$ cat config.mk
export PLATFORM = sky130hd
export DESIGN_NAME = boot_loader_ctrl
export DESIGN_NICKNAME = d
export VERILOG_FILES = /design/src/rtl/boot_loader_ctrl.sv
export SDC_FILE = /design/constraint.sdc
export NUM_CORES = 1
export LEC_CHECK = 0
export ABC_AREA = 0
export BUFFER_PORTS_ARGS = -buffer_cell sky130_fd_sc_hd__buf_2
export CORE_ASPECT_RATIO = 1.5
export CORE_MARGIN = 10
export CORE_UTILIZATION = 47
export CTS_BUF_LIST = sky130_fd_sc_hd__clkbuf_16
export DETAILED_ROUTE_END_ITERATION = 12
export PLACE_DENSITY_LB_ADDON = 0.25
export SLEW_MARGIN = 20
export SYNTH_ARGS = -nofsm -noshare
export SYNTH_HDL_FRONTEND = slang
export SYNTH_SLANG_ARGS = --single-unit
$ cat constraint.sdc
create_clock -name clk_i -period 1.7 [get_ports clk_i]
set_input_delay 0.17 -clock clk_i [delete_from_list [all_inputs] [get_ports clk_i]]
set_output_delay 0.17 -clock clk_i [all_outputs]
set_load 0.05 [all_outputs]
$ cat src/rtl/boot_loader_ctrl.sv
// boot_loader_ctrl: fills the register bank, data memory and instruction
// memory from a 32-bit header/payload word stream, then releases the datapath.
// Every output is registered. Write strobes are one-cycle pulses that follow
// the accepting edge.
module boot_loader_ctrl #(
  parameter int DATA_W = 32,
  parameter int ADDR_W = 8
) (
  input  logic              clk_i,
  input  logic              rst_n_i,
  input  logic              in_valid_i,
  input  logic [DATA_W-1:0] in_data_i,
  output logic              in_ready_o,
  output logic              rb_we_o,
  output logic              dm_we_o,
  output logic              im_we_o,
  output logic [ADDR_W-1:0] ld_addr_o,
  output logic [DATA_W-1:0] ld_data_o,
  output logic              busy_o,
  output logic              dp_run_o,
  output logic              error_o
);

  typedef enum logic [1:0] {
    S_HEADER = 2'd0,
    S_DATA   = 2'd1,
    S_RUN    = 2'd2,
    S_ERROR  = 2'd3
  } state_t;

  localparam logic [1:0] TGT_RB  = 2'b00;
  localparam logic [1:0] TGT_DM  = 2'b01;
  localparam logic [1:0] TGT_IM  = 2'b10;
  localparam logic [1:0] TGT_END = 2'b11;

  localparam logic [ADDR_W-1:0] ADDR_ONE = {{(ADDR_W-1){1'b0}}, 1'b1};

  state_t            state_q, state_d;
  logic [1:0]        tgt_q, tgt_d;
  logic [ADDR_W-1:0] addr_q, addr_d;
  logic [13:0]       rem_q, rem_d;

  logic              rb_we_q, rb_we_d;
  logic              dm_we_q, dm_we_d;
  logic              im_we_q, im_we_d;
  logic [ADDR_W-1:0] ld_addr_q, ld_addr_d;
  logic [DATA_W-1:0] ld_data_q, ld_data_d;

  logic              in_ready_q, in_ready_d;
  logic              busy_q, busy_d;
  logic              dp_run_q, dp_run_d;
  logic              error_q, error_d;

  // Header fields. The stream is only consumed while in_ready_q is high, so
  // a transfer never depends combinationally on anything but registered state.
  logic              xfer;
  logic [1:0]        hdr_tgt;
  logic [13:0]       hdr_cnt;
  logic [ADDR_W-1:0] hdr_base;

  assign xfer     = in_valid_i && in_ready_q;
  assign hdr_tgt  = in_data_i[31:30];
  assign hdr_cnt  = in_data_i[29:16];
  assign hdr_base = in_data_i[ADDR_W-1:0];

  // Next-state logic: header decode, payload write generation, terminal states.
  always_comb begin
    state_d   = state_q;
    tgt_d     = tgt_q;
    addr_d    = addr_q;
    rem_d     = rem_q;
    rb_we_d   = 1'b0;
    dm_we_d   = 1'b0;
    im_we_d   = 1'b0;
    ld_addr_d = ld_addr_q;
    ld_data_d = ld_data_q;
    unique case (state_q)
      S_HEADER: begin
        if (xfer) begin
          if (hdr_tgt == TGT_END) begin
            state_d = S_RUN;
          end else if (hdr_cnt == 14'd0) begin
            state_d = S_ERROR;
          end else begin
            tgt_d   = hdr_tgt;
            addr_d  = hdr_base;
            rem_d   = hdr_cnt;
            state_d = S_DATA;
          end
        end
      end
      S_DATA: begin
        if (xfer) begin
          rb_we_d   = (tgt_q == TGT_RB);
          dm_we_d   = (tgt_q == TGT_DM);
          im_we_d   = (tgt_q == TGT_IM);
          ld_addr_d = addr_q;
          ld_data_d = in_data_i;
          // Address wraps naturally at 2^ADDR_W; the register bank only
          // looks at the low five bits, so it wraps at 32.
          addr_d    = addr_q + ADDR_ONE;
          rem_d     = rem_q - 14'd1;
          if (rem_q == 14'd1) state_d = S_HEADER;
        end
      end
      S_RUN:   state_d = S_RUN;
      S_ERROR: state_d = S_ERROR;
      default: state_d = S_HEADER;
    endcase
  end

  // Status outputs are decodes of the next state, registered so they line up
  // with the state they describe.
  always_comb begin
    in_ready_d = (state_d == S_HEADER) || (state_d == S_DATA);
    busy_d     = (state_d == S_DATA);
    dp_run_d   = (state_d == S_RUN);
    error_d    = (state_d == S_ERROR);
  end

  // State, counters and output registers; reset abandons any partial block.
  always_ff @(posedge clk_i) begin
    if (!rst_n_i) begin
      state_q    <= S_HEADER;
      tgt_q      <= TGT_RB;
      addr_q     <= '0;
      rem_q      <= '0;
      rb_we_q    <= 1'b0;
      dm_we_q    <= 1'b0;
      im_we_q    <= 1'b0;
      ld_addr_q  <= '0;
      ld_data_q  <= '0;
      in_ready_q <= 1'b0;
      busy_q     <= 1'b0;
      dp_run_q   <= 1'b0;
      error_q    <= 1'b0;
    end else begin
      state_q    <= state_d;
      tgt_q      <= tgt_d;
      addr_q     <= addr_d;
      rem_q      <= rem_d;
      rb_we_q    <= rb_we_d;
      dm_we_q    <= dm_we_d;
      im_we_q    <= im_we_d;
      ld_addr_q  <= ld_addr_d;
      ld_data_q  <= ld_data_d;
      in_ready_q <= in_ready_d;
      busy_q     <= busy_d;
      dp_run_q   <= dp_run_d;
      error_q    <= error_d;
    end
  end

  assign in_ready_o = in_ready_q;
  assign rb_we_o    = rb_we_q;
  assign dm_we_o    = dm_we_q;
  assign im_we_o    = im_we_q;
  assign ld_addr_o  = ld_addr_q;
  assign ld_data_o  = ld_data_q;
  assign busy_o     = busy_q;
  assign dp_run_o   = dp_run_q;
  assign error_o    = error_q;

endmodule

# Word level (Yosys, flattened, before mapping)

Index checks and enable logic that the tools add are counted.

Input port bits: 35
Register bits: 73

Reduce and logical (&&, ||, !) cells: 11
Mux-type cells: 16
Eq/ne operators: 14
Add/subtract/negate cells: 2
Bitwise gates (word level): 2

Operators with widths:

| cell                                                                   | number |
|---|---|
| 14-bit two-way mux                                                     | 4 |
| 8-bit two-way mux                                                      | 4 |
| 14-bit one-hot mux with 2 select lines                                 | 1 |
| 8-bit one-hot mux with 2 select lines                                  | 1 |
| 14-bit by 1-bit equality test with 1-bit output, second input constant | 1 |
| 14-bit zero test                                                       | 1 |
| 14-bit by 1-bit subtractor with 14-bit output, second input constant   | 1 |
| 2-bit equality test, second input constant                             | 6 |
| 2-bit two-way mux                                                      | 5 |
| 8-bit by 1-bit adder with 8-bit output, second input constant          | 1 |
| 2-bit != test, second input constant                                   | 4 |
| 2-bit one-hot mux with 4 select lines                                  | 1 |
| 2-bit by 1-bit equality test with 1-bit output, second input constant  | 3 |
| 2-bit zero test                                                        | 3 |
| 5-bit AND reduction                                                    | 1 |
| 4-bit AND reduction                                                    | 1 |
| 3-bit AND reduction                                                    | 1 |
| 1-bit inverter                                                         | 2 |
| 2-bit AND reduction                                                    | 1 |
| 2-bit nonzero test                                                     | 1 |
| 1-bit logical AND                                                      | 1 |
| 1-bit logical OR                                                       | 1 |

# Depth between registers and ports, before layout

Gate-level depths: netlist of the first run.

Depth after elaboration: 7
Depth in mapped cells: 8

# Worst setup path before layout of the first run

No wires, ideal clock.

Kind: reg2reg
From: register in_ready_q, in the netlist in_ready_o
To: register rem_q[1]
Arrival time: 1,970 ps
Slack: -341 ps
Library setup time: 70 ps
Stages on the path, launching flop included: 7
Buffers on the path: 1
Cells stage by stage: dfxtp_1 nand2_1 nor3b_1 a31oi_1 buf_2 a211o_1 a21oi_1

Word-level cells in the longest chain between the ends: 3

Ends and longest elaborated chain:

| element                         | line | source |
|---|---|---|
| from (decl)                     | 49   | `logic in_ready_q, in_ready_d;` |
| from (signal assigned)          | 147  | `in_ready_q <= in_ready_d;` |
| 1-bit logical AND *             | 61   | `assign xfer = in_valid_i && in_ready_q;` |
| 2-bit != test (no line)         | -    |  |
| 5-bit AND reduction (no line) * | -    |  |
| to (signal assigned)            | 141  | `rem_q <= rem_d;` |
| to (decl)                       | 41   | `logic [13:0] rem_q, rem_d;` |

Mark *: on every way between the ends. The rest lies on a longest branch, timed or not.
A chain may end at the register's enable or synchronous reset.

# Worst setup path after layout of the first run

From: register rem_q[6]
To: register rem_q[13]

Word-level cells in the longest chain between the ends: 3

Ends and longest elaborated chain:

| element                                       | line | source |
|---|---|---|
| 14-bit by 1-bit subtractor with 14-bit output | 102  | `rem_d = rem_q - 14'd1;` |
| 14-bit two-way mux                            | 93   | `if (xfer) begin` |
| 14-bit one-hot mux with 2 select lines        | 77   | `unique case (state_q)` |

No other way between the ends. The select of a mux whose other input is x is not followed.

==> results of run 1 <==
[power by group through the flow]
stage | registers [mW] | clock network (mW) | logic, mW
2_1_floorplan | 1.91 | 0 | 0.347
3_3_place_gp | 1.84 | 0 | 0.639
3_5_place_dp | 1.84 | 0 | 0.653
4_1_cts | 1.81 | 1.61 | 0.696
5_1_grt | 1.82 | 1.70 | 0.834
6_report | 1.81 | 1.57 | 0.768
[what timing repair did]
action	4_1_cts	5_1_grt
resized for setup	8	22
buffers inserted	1	1
pin swaps	5	5
setup endpoints to repair	9	14
[metal layers]
layer / GRT usage [%] / wire, um
met1: 18.64 / 3606
met3: 6.297 / 519
met5: 0 / 0
met4: 7.622 / 211
met2: 31.16 / 4847
[worst max-delay path by stage]
stage                         from        end  slack [ps]
after global routing      rem_q[6]  rem_q[13]        -290
final                     rem_q[6]  rem_q[13]        -250
after global placement    rem_q[4]  rem_q[13]        -200
after CTS                 rem_q[6]  rem_q[13]        -240
after floorplan           rem_q[4]  rem_q[13]        -190
after detailed placement  rem_q[4]  rem_q[13]        -250
[registers in the layout (all words and copies together), names as in the netlist]
| name | cells |
|---|---|
| rb_we_o | 1 |
| ld_addr_o | 8 |
| rem_q | 14 |
| dp_run_o | 1 |
| addr_q | 8 |
| im_we_o | 1 |
| ld_data_o | 32 |
| state_q | 2 |
| error_o | 1 |
| dm_we_o | 1 |
| in_ready_o | 1 |
| busy_o | 1 |
| tgt_q | 2 |
[placed cells by master, fill, tap and decap left out, types with 4 or more instances in the layout]
| master | synthesis | routed |
|---|---|---|
| dfxtp_2 | 0 | 5 |
| inv_1 | 3 | 4 |
| buf_4 | 0 | 34 |
| nor4_1 | 7 | 4 |
| o31ai_1 | 9 | 7 |
| o211ai_1 | 4 | 4 |
| dfxtp_1 | 73 | 68 |
| o22ai_1 | 5 | 5 |
| or3_4 | 1 | 4 |
| buf_2 | 3 | 81 |
| o21ai_0 | 10 | 6 |
| nor2_1 | 23 | 21 |
| nor3_1 | 12 | 9 |
| nand2_1 | 114 | 114 |
| a21o_1 | 4 | 4 |
| a21oi_1 | 65 | 65 |
| nand3_1 | 4 | 4 |
| clkbuf_16 | 0 | 9 |
| buf_12 | 0 | 4 |
[kinds of logic (layout without fill, tap and decap cells)]
logic type | count (synthesis) | count (layout) | share of synthesized area, %
compound gates | 107 | 107 | 20.04
fa+ha+maj | 3 | 3 | 1.205
simple gates | 188 | 188 | 27.03
mux | 3 | 3 | 0.9639
flops | 73 | 73 | 46.91
buf+inv | 31 | 138 | 3.855
[synthesized netlist by cell type, types with 2 or more instances]
library cell	instances
nand4_1	3
a21oi_1	65
nand3_1	4
or2_2	2
nand2b_1	3
nor3b_1	3
o32ai_1	3
o31ai_1	9
dfxtp_1	73
nor4_1	7
a21o_1	4
mux2i_1	3
inv_1	3
nor2_1	23
nor2b_1	3
clkbuf_1	24
nor3_1	12
ha_1	3
or3_1	3
o211ai_1	4
nand3b_1	2
nand2_1	114
o22ai_1	5
o21ai_0	10
buf_2	3
[final cells by class]
class | count | area [sq um] | area share (%)
multi-input cells | 301 | 1700 | 39.78
flip-flops and latches | 73 | 1468 | 34.34
repair buffers | 120 | 752.0 | 17.59
clock buffers | 9 | 225.2 | 5.269
well taps | 76 | 95.09 | 2.225
clock inverters | 5 | 18.77 | 0.4391
inverters | 4 | 15.01 | 0.3513
[worst min-delay path, stage by stage]
cell and delay (ps):
buf_2 100, nand2_1 40, a21oi_1 50
==> flow_summary.yaml, run 1 <==
synthesis:
  async_reset_ff_share_pct: 0
  yosysWarnings: 0
  synth_flop_cell: "dfxtp_1"
  synth-seq-area-share_pct: 46.91
  synth_edf_count: 0
  synth.avg_cell_area_sq_um: 7.693
  ys_types: 42
  synth-seq-cells: 73
  synth.area.top_cells: "dfxtp_1, nand2_1, a21oi_1"
  syn_area_sq_mm: 0.003115
  yosys.area.top_type: "dfxtp_1"
  synth_cells: 405
  netlist.area_leader.share_pct: 46.91
  syn_nets: 443
final_layout:
  nets: 547
  fin_util_pct: 65.90
  syn_to_final_growth_pct: 37.19
  fin_area_sq_mm: 0.004274
  drive_gt1_share_pct: 32.81
  fill_cells: 586
  insertedDiodeCount: 0
  fin_cells: 588
status:
  outcome: "complete, but fails checks"
  violations: "setup timing"
worst_setup_path:
  end_kind: "register"
  r2r_cells: 5
  crit_buf_inv: 0
  critical_path.top_delay_family: "simple AND/OR/NAND/NOR gates"
  r2r-end: "rem_q[13]"
  cpMostUsedCell: "or3_4"
  reg2reg_slack_ps: -250
  crit_arrival_ps: 2140
  crit_path_start_kind: "register"
  crit_chain: "or3_4 -> or4_4 -> or3_4 -> a21oi_4 -> o32ai_2"
  critPathRequiredTime_ps: 1890
  cp.depth: 5
  critPathMaxFanout: 3
  worst-setup-path-type: "reg -> reg"
  r2r_start: "rem_q[6]"
  critPathMaxStageDelay_ps: 500
  slowest_stage: "or4_4"
global_routing:
  grt_usage_pct: 17.85
  grt_pass1_wl_mm: 15.04
  grt-ovfl-total: 0
  grt_start_max_net_pins: 41
  grt_pass1_vias: 3141
  antenna_found_initial: 0
power_and_ir_drop:
  power.total_mw: 4.153
  p_sw_share_pct: 26.84
  p_switching_mw: 1.115
  clkPwrFrac_pct: 37.9
  pwr-share-comb_pct: 18.5
  p_int_mw: 3.038
  seq_power_share_pct: 43.6
  pwr_density_cell_mw_per_mm2: 971.7
  irDropWorstVdd_mv: 0.7535
  cellLeakagePower_nw: 1.784
detailed_routing:
  vias_per_cell: 5.471
  drt_iter0_markers: 174
  vias: 3217
  detail-route-antenna-nets: 0
  drc: 0
  finalWirelength_mm: 9.184
  drt-wirelength-per-cell_um: 15.62
  first_pass_iters: 4
timing:
  hold_viol_final: 0
  layout_setup_ws_ps: -248.9
  rsz0062_at_grt: "true"
  timing.final.crit_share_pct: 114.6
  final.setup.tns_ps: -938.6
  setup_viol: 6
  period_minus_slack_ps: 1949
  finClkSkew_ps: 4.105
  holdWs_ps: 73.18
  maxSlewHeadroom_pct: 55.97
  fmax_mhz: 513.1
  slew_viol_final: 0
  worst_pin_slew_ps: 659.4
floorplan:
  die_area_sq_mm: 0.01035
  die_x_um: 86.48
  io_pins: 82
  row_count: 36
  start_util_pct: 48.03
  die_height_um: 119.7
  core_sq_mm: 0.006486
clock_tree:
  clkSinkCount: 73
  cts_hold_buf: 0
  tritoncts: "built"
  clk_pin_slew_ps: 50
  clockBufferDepth: 2
  clkLatencyLatePin_ps: 330
  numCtsBuffers: 9
  cts.htree.levels: 3
  root_buffer: "clkbuf_16"
placement:
  place_inst: 572
  place_ws_ps: -248.4
  dp_hpwl_mm: 6.579
  gp_congestion: 0.8390
  portBuffers: 81
  place_area_sq_mm: 0.003882
worst_hold_path:
  hp-class: "in -> reg"
  min_path_cells: 3
  min_from: "in_data_i[8]"
  min_to: "ld_data_o[8]"
run:
  drv_cap: 0
(Power assumes the default switching activity.)
==> run 2, diff against run 1 <==
- CELL_PAD_IN_SITES_DETAIL_PLACEMENT: not set -> 2
- CELL_PAD_IN_SITES_GLOBAL_PLACEMENT: not set -> 2
- CORE_UTILIZATION: 47 -> 31
- clock period: 1.7 -> 2.45 ns (I/O delays scaled with it)
==> run 2 against run 1 <==
  * The flow now finishes without violations
  * Utilization fell by 25 points
  * Clock power shrank 11%
  * Routed wire length grew 24%
  * Sequential share of layout area rose by 2.3 points
  * Combinational power decreased by 48%
  * Setup slack better by 590 ps
  * Global-route usage decreased by 1.6 points
  * Non-clock buffer count decreased by 29
  * Critical endpoint is now rem_q[10]
  * Largest power group is now clock
==> flow_summary.yaml, run 2 (synthesis gave the netlist of run 1 again) <==
power_and_ir_drop:
  p_sw_share_pct: 26.39
  p_switching_mw: 0.8050
  p_int_mw: 2.245
  clkPwrFrac_pct: 45.4
  seq_power_share_pct: 41.4
  pwr_density_cell_mw_per_mm2: 764.0
  power.total_mw: 3.050
  irDropWorstVdd_mv: 0.4848
  cellLeakagePower_nw: 1.630
  pwr-share-comb_pct: 13.2
final_layout:
  final_common_cell: "nand2_1"
  multi_input_area_sq_mm: 0.001554
  fin_area_sq_mm: 0.003993
  drive_gt1_share_pct: 23.92
  syn_to_final_growth_pct: 28.15
  regArea_sq_mm: 0.001461
  fill_cells: 1149
  insertedDiodeCount: 0
  final_cell_mix: "nand2_1, buf_2, dfxtp_1, a21oi_1, nor2_1"
  fin_cells: 600
  nets: 518
  largest_reg_flops: 32
clock_tree:
  post_cts_resized: 0
  cts_hold_buf: 0
  post_cts_buffers: 0
  numCtsBuffers: 9
  clkLatencyLatePin_ps: 330
  clkSinkCount: 73
  cts.htree.levels: 3
  tritoncts: "built"
  clk_pin_slew_ps: 60
  root_buffer: "clkbuf_16"
  clockBufferDepth: 2
floorplan:
  die_x_um: 101.9
  start_util_pct: 31.97
  io_pins: 82
  core_sq_mm: 0.009744
  die_height_um: 142.8
  die_area_sq_mm: 0.01454
  row_count: 44
timing:
  worst_pin_slew_ps: 617.6
  maxSlewHeadroom_pct: 58.77
  fmax_mhz: 474.9
  slew_viol_final: 0
  hold_viol_final: 0
  finClkSkew_ps: 3.102
  timing.final.crit_share_pct: 85.95
  final.setup.tns_ps: 0
  setup_viol: 0
  period_minus_slack_ps: 2106
  layout_setup_ws_ps: 344.3
  rsz0062_at_grt: "false"
worst_setup_path:
  critPathMaxFanout: 8
  worst-setup-path-type: "reg -> reg"
  crit_path_start_kind: "register"
  end_kind: "register"
  crit_chain: "inv_1 -> ha_1 -> or4b_2 -> nor2_1 -> a21oi_1 -> o21ai_0 -> a21oi_1"
  critPathMaxStageDelay_ps: 700
  crit_arrival_ps: 2300
  slowest_stage: "or4b_2"
  critPathRequiredTime_ps: 2640
  cpMostUsedCell: "a21oi_1"
status:
  outcome: "complete, no violations"
global_routing:
  grt_pass1_vias: 3545
  antenna_found_initial: 0
  grt-ovfl-total: 0
  grt_start_max_net_pins: 43
  grt_usage_pct: 16.28
  grt_pass1_wl_mm: 18.51
placement:
  place_ws_ps: 352.5
  dp_hpwl_mm: 8.197
  portBuffers: 81
  place_area_sq_mm: 0.003680
  gp_congestion: 0.8325
  place_inst: 584
detailed_routing:
  drt_iter0_markers: 116
  finalWirelength_mm: 11.37
  first_pass_iters: 4
  drt-wirelength-per-cell_um: 18.95
  vias_per_cell: 5.302
  detail-route-antenna-nets: 0
  vias: 3181
  drc: 0
run:
  drv_cap: 0
worst_hold_path:
  hp-class: "in -> reg"
## run 2: cell count changes in the layout (fill, tap and decap cells not counted), moves of 4 or more
cell	previous run	this run
dfxtp_1	68	73
buf_4	34	8
o21ai_0	6	10
dfxtp_2	5	0
## run 2: cell type report
class                      count  area share [%]
clock buffer                   9           5.641
sequential                    73           36.60
clock inverter                 7           2.194
inverter                       4          0.3761
tap                          115           3.604
timing repair buffer          91           12.66
multi-input combinational    301           38.92
## run 2: power by group through the flow
stage               clock network, mW  registers, mW  logic (mW)
floorplan                           0           1.32       0.223
global placement                    0           1.28       0.388
detailed placement                  0           1.29       0.402
CTS                              1.43           1.26       0.409
global route                     1.48           1.27       0.447
finish                           1.39           1.26       0.403
## run 2: routing by layer
| layer | track usage, % | routed length (um) | vias to the layer above |
|---|---|---|---|
| li1 | - | - | 1556 |
| met2 | 30.78 | 6318 | 67 |
| met4 | 5.663 | 217 | 0 |
| met5 | 0 | 0 | - |
| met3 | 4.928 | 562 | 14 |
| met1 | 16.18 | 4273 | 1544 |
## run 2: final timing paths
kind              depth (start not counted)            end  slack (ps)     startpoint
setup / recovery                          7      rem_q[10]         340       rem_q[0]
hold / removal                            3  ld_data_o[11]         160  in_data_i[11]
setup reg to reg                          7      rem_q[10]         340       rem_q[0]
hold reg to reg                           2   ld_data_o[2]         450   ld_data_o[2]
## run 2: critical path: cells and delay by family, from the launching register on
| kind | cells | cell delay (ps) |
|---|---|---|
| flip-flops | 1 | 380 |
| AO/OA/AOI/OAI | 3 | 360 |
| adder cells (fa/ha/maj) | 1 | 220 |
| buffers and inverters | 1 | 90 |
| AND/OR/NAND/NOR | 2 | 920 |
## run 2: stage by stage
stage / utilization, % / hold WS (ps)
finish: 40.97 / 156.3
global route: 40.97 / 150.9
CTS: 40.97 / 142.2
detailed placement: 37.76 / 446.2
global placement: 37.76 / 438.5
floorplan: - / 381.0
